**src/rtl/gf180mcu_osu_sc_12t_clkdiv_prog.sv**
```systemverilog
// Programmable clock divider: registered divided clock Y, ratio and run/stop
// changes applied only at period boundaries so Y never produces a runt pulse.
//
// state | meaning
// IDLE  | stopped, Y parked low, phase counter held at 0
// RUN   | dividing, k counts 0..CURDIV-1 through each period
module gf180mcu_osu_sc_12t_clkdiv_prog #(
  parameter int WIDTH = 4
) (
  input  logic             CLK,
  input  logic             RST,
  input  logic             EN,
  input  logic [WIDTH-1:0] DIV,
  output logic             Y,
  output logic             TICK,
  output logic             ACTIVE,
  output logic [WIDTH-1:0] CURDIV
);

  typedef enum logic {
    IDLE = 1'b0,
    RUN  = 1'b1
  } state_t;

  state_t           state_q, state_d;
  logic [WIDTH-1:0] k_q, k_d;
  logic [WIDTH-1:0] curdiv_q, curdiv_d;
  logic             y_q, y_d;
  logic             tick_q, tick_d;

  logic [WIDTH-1:0] div_clamped;
  logic [WIDTH:0]   k_inc;
  logic [WIDTH:0]   high_len;
  logic             last_cycle;

  assign div_clamped = (DIV < WIDTH'(2)) ? WIDTH'(2) : DIV;
  assign k_inc       = {1'b0, k_q} + {{WIDTH{1'b0}}, 1'b1};
  // High phase is ceil(N/2); the extra bit keeps N+1 from overflowing.
  assign high_len    = ({1'b0, curdiv_q} + {{WIDTH{1'b0}}, 1'b1}) >> 1;
  assign last_cycle  = (k_q == (curdiv_q - WIDTH'(1)));

  always_ff @(posedge CLK or posedge RST) begin
    if (RST) begin
      state_q  <= IDLE;
      k_q      <= '0;
      curdiv_q <= WIDTH'(2);
      y_q      <= 1'b0;
      tick_q   <= 1'b0;
    end else begin
      state_q  <= state_d;
      k_q      <= k_d;
      curdiv_q <= curdiv_d;
      y_q      <= y_d;
      tick_q   <= tick_d;
    end
  end

  always_comb begin
    state_d  = state_q;
    k_d      = k_q;
    curdiv_d = curdiv_q;
    y_d      = y_q;
    tick_d   = 1'b0;
    unique case (state_q)
      IDLE: begin
        k_d = '0;
        y_d = 1'b0;
        if (EN) begin
          state_d  = RUN;
          curdiv_d = div_clamped;
          y_d      = 1'b1;
          tick_d   = 1'b1;
        end
      end
      RUN: begin
        if (!last_cycle) begin
          k_d = k_inc[WIDTH-1:0];
          y_d = (k_inc < high_len);
        end else if (EN) begin
          k_d      = '0;
          curdiv_d = div_clamped;
          y_d      = 1'b1;
          tick_d   = 1'b1;
        end else begin
          state_d = IDLE;
          k_d     = '0;
          y_d     = 1'b0;
        end
      end
      default: begin
        state_d = IDLE;
        k_d     = '0;
        y_d     = 1'b0;
      end
    endcase
  end

  always_comb begin
    Y      = y_q;
    TICK   = tick_q;
    ACTIVE = (state_q == RUN);
    CURDIV = curdiv_q;
  end

endmodule
```
**config.mk**
```make
export PLATFORM = sky130hd
export DESIGN_NAME = gf180mcu_osu_sc_12t_clkdiv_prog
export DESIGN_NICKNAME = d
export VERILOG_FILES = /design/src/rtl/gf180mcu_osu_sc_12t_clkdiv_prog.sv
export SDC_FILE = /design/constraint.sdc
export NUM_CORES = 1
export LEC_CHECK = 0
export BUFFER_PORTS_ARGS = -buffer_cell sky130_fd_sc_hd__buf_2
export CORE_MARGIN = 3
export CORE_UTILIZATION = 51
export DETAILED_ROUTE_END_ITERATION = 10
export PLACE_DENSITY = 0.75
export SLEW_MARGIN = 20
export SYNTH_ARGS = -nofsm -noshare
export SYNTH_HDL_FRONTEND = slang
export SYNTH_SLANG_ARGS = --single-unit
```
**constraint.sdc**
```tcl
create_clock -name CLK -period 2.8 [get_ports CLK]
set_input_delay 0.56 -clock CLK [delete_from_list [all_inputs] [get_ports CLK]]
set_output_delay 0.56 -clock CLK [all_outputs]
set_load 0.03 [all_outputs]
```
==> results by group <==
CTS
  • Sink Count: 11
  • CTS Buf Count: 3
  • CTS root buf: clkbuf_4
  • Hold Buf Count CTS: 0
  • Post_cts resized: 0
  • Clock buffer depth: 2
  • H-tree Lvls: 1
  • Clock transition at the registers of the reported paths: roughly 70 ps
  • Post-CTS Setup Bufs: 0
  • Worst skew pair latency: about 270 ps
  • CTS tree: yes

Timing
  • Setup violation total in the final timing report: 0
  • Setup_tns: 0 ps
  • Worst slew margin: between 70% and 80%
  • RSZ-0062 raised after global routing: false
  • Fin Clk Skew: 2.00 ps
  • Final min period: roughly 2100 ps
  • Final period util: about three quarters
  • Max Freq: between 400 and 500 MHz
  • Final count of hold timing violations: 0
  • Worst-Margin Slew: between 400 and 500 ps
  • Pins Over Slew Limit: 0
  • Worst Setup Slack, final: between 700 and 800 ps

Detailed routing
  • DR vias/cell: roughly 5.3
  • Routed via count: 464
  • Drc violations: 0
  • TritonRoute pass-1 iters: 4
  • Antenna Nets Post-Route: 0
  • Drt initial violations: 3
  • Post-DR wirelength/cell: between 10 and 15 um
  • Final wirelength: about 1100 um

Yosys
  • Largest family of logic cells by synthesized area: XOR/XNOR gates
  • Syn Std Cell Area: approximately 660 um^2
  • Sequential fraction of the synthesis area: about two fifths
  • Syn nets: 70
  • Multiplexer area fraction after synthesis: between 7 and 8%
  • YS warnings: 0
  • Flops & latches, synth: 11
  • Post-synthesis adder-cell area fraction: 11.3%
  • Post-Syn Instances: 57
  • Syn_area_per_cell: approximately 12 um^2
  • Post-synth cell types: 22
  • Synth Area in Compound Gates: 12.5%
  • Simple-gate share of the synthesized area: a little over a tenth
  • XOR/XNOR Fraction of Synth Area: between 10 and 15%

Floorplan
  • Ports: 14
  • Chip Width: between 40 and 50 um
  • Row cnt: 12
  • Die Area: around 1800 um^2
  • Chip height: approximately 42 um
  • Core ar.: 1160 um^2
  • Initial Util: between 50 and 60%

Worst setup path
  • Crit-path max FO: 6
  • WP data required: between 2000 and 3000 ps
  • CP cell instances: inv_1, ha_1, xor2_1, nand2_1, o32ai_4, mux2_4
  • R2r startpoint: CURDIV[1]$_DFFE_PP1P_
  • Critical path launch point: CURDIV[1]$_DFFE_PP1P_
  • Critical path endpoint category: flip-flop
  • Critical Path Slowest Stage Cell: dfstp_2
  • Crit start category: flip-flop
  • Critical path class: flip-flop to flip-flop
  • CP arrival: roughly 2300 ps
  • Crit-path max cell delay: between 500 and 600 ps

Finish
  • Final nets: just under 90
  • Area grow syn2layout: 16.4%
  • Antenna Cells: 0
  • Commonest non-fill, non-tap cell in the layout: buf_2
  • Share of post-route cells with drive strength above 1: between 20% and 30%
  • Commonest cells after routing, fill and taps aside: buf_2 (13), dfrtp_1 (10), ha_1 (6)

Worst hold path
  • Hold WC Path Type: input pin to async pin

Global routing
  • Number of global-route vias before repair: ~440
  • Initial antenna violation count: 0
  • Total grt overflow: 0
  • Total GRT Usage: ~16%
  • First-pass GRT wire length: between 2000 and 2500 um
  • Largest net degree at the start of global routing: 12

Status
  • Run status: completed

Run
  • MaxCap Viol Count: 0

Place
  • Dpl ws: 704 ps
  • Hpwl dp: 930 um
  • Port Buffers: 13
  • Routability Congestion: 0.787
-- cell usage after synthesis --
| master | n | share of area (%) |
|---|---|---|
| dfstp_2 | 1 | 4.0 |
| and2_1 | 2 | 1.9 |
| xnor2_1 | 4 | 5.3 |
| xor2_1 | 4 | 5.3 |
| o21a_1 | 2 | 2.3 |
| a31o_1 | 1 | 1.3 |
| a21boi_0 | 1 | 1.1 |
| inv_1 | 4 | 2.3 |
| o21ai_0 | 2 | 1.5 |
| xnor3_1 | 1 | 3.4 |
| dfrtp_1 | 10 | 38 |
| mux2i_1 | 2 | 3.0 |
| nor2b_1 | 1 | 0.94 |
| mux2_4 | 2 | 4.5 |
| nand2_1 | 3 | 1.7 |
| ha_1 | 6 | 11 |
| nor2_1 | 3 | 1.7 |
| o32ai_4 | 1 | 4.2 |
| nor3_2 | 1 | 1.5 |
| o31ai_1 | 1 | 1.1 |
| nand3_1 | 4 | 3.0 |
| a31oi_1 | 1 | 0.94 |
-- metal layers --
| layer | part of all wire (%) | up-vias | track usage [%] | wire [um] |
|---|---|---|---|---|
| li1 | - | 234 | - | - |
| met1 | 47 | 215 | 21.8 | 534 |
| met2 | 45 | 13 | 22.2 | 507 |
| met3 | 6.1 | 2 | 4.29 | 69 |
| met4 | 2.0 | 0 | 9.32 | 23 |
| met5 | 0 | - | 0 | 0 |
-- cell families after synthesis --
| family | after synthesis |
|---|---|
| compound gates | 9 |
| mux | 4 |
| flops | 11 |
| simple gates | 14 |
| fa+ha+maj | 6 |
| buf+inv | 4 |
| xor+xnor | 9 |
-- registers in the layout, summed over array words and instances, names as in the netlist --
name and count:
ACTIVE 1, CURDIV 4, Y 1, k_q 4, TICK 1
-- layout make-up --
class | count | area (um^2)
fillers | 107 | 384
inverters | 4 | 15.0
well taps | 14 | 17.5
repair buffers | 13 | 65.1
clock buffers | 4 | 26.3
flip-flops and latches | 11 | 277
multi-input cells | 42 | 372
-- critical path: cells and delay by family (launching register included) --
family / cells / cell delay [ps]
buf+inv: 1 / 60
compound gates: 1 / 420
simple gates: 1 / 110
flops: 1 / 570
xor+xnor: 1 / 190
mux: 1 / 340
fa+ha+maj: 1 / 290
-- worst paths after layout --
kind | slack [ps] | depth (start not counted) | to
setup / recovery | 700 | 6 | CURDIV[3]$_DFFE_PP0P_
hold / removal | 270 | 2 | CURDIV[3]$_DFFE_PP0P_
setup reg to reg | 700 | 6 | CURDIV[3]$_DFFE_PP0P_
hold reg to reg | 540 | 1 | k_q[0]$_DFF_PP0_
max in group asynchronous | 2210 | 2 | CURDIV[1]$_DFFE_PP1P_
min in group CLK | 540 | 3 | ACTIVE$_DFF_PP0_
-- stage by stage --
stage | instance area, um^2 | hold WS (ps) | instances | utilization, %
floorplan | 663 | 412 | 57 | -
global placement | 746 | 530 | 84 | 64.5
detailed placement | 746 | 532 | 84 | 64.5
CTS | 772 | 282 | 88 | 66.8
global route | 772 | 293 | 88 | 66.8
finish | 772 | 266 | 88 | 66.8
Power is not shown: default switching activity piles up to over one toggle a cycle in this logic, so the estimate is an artifact.
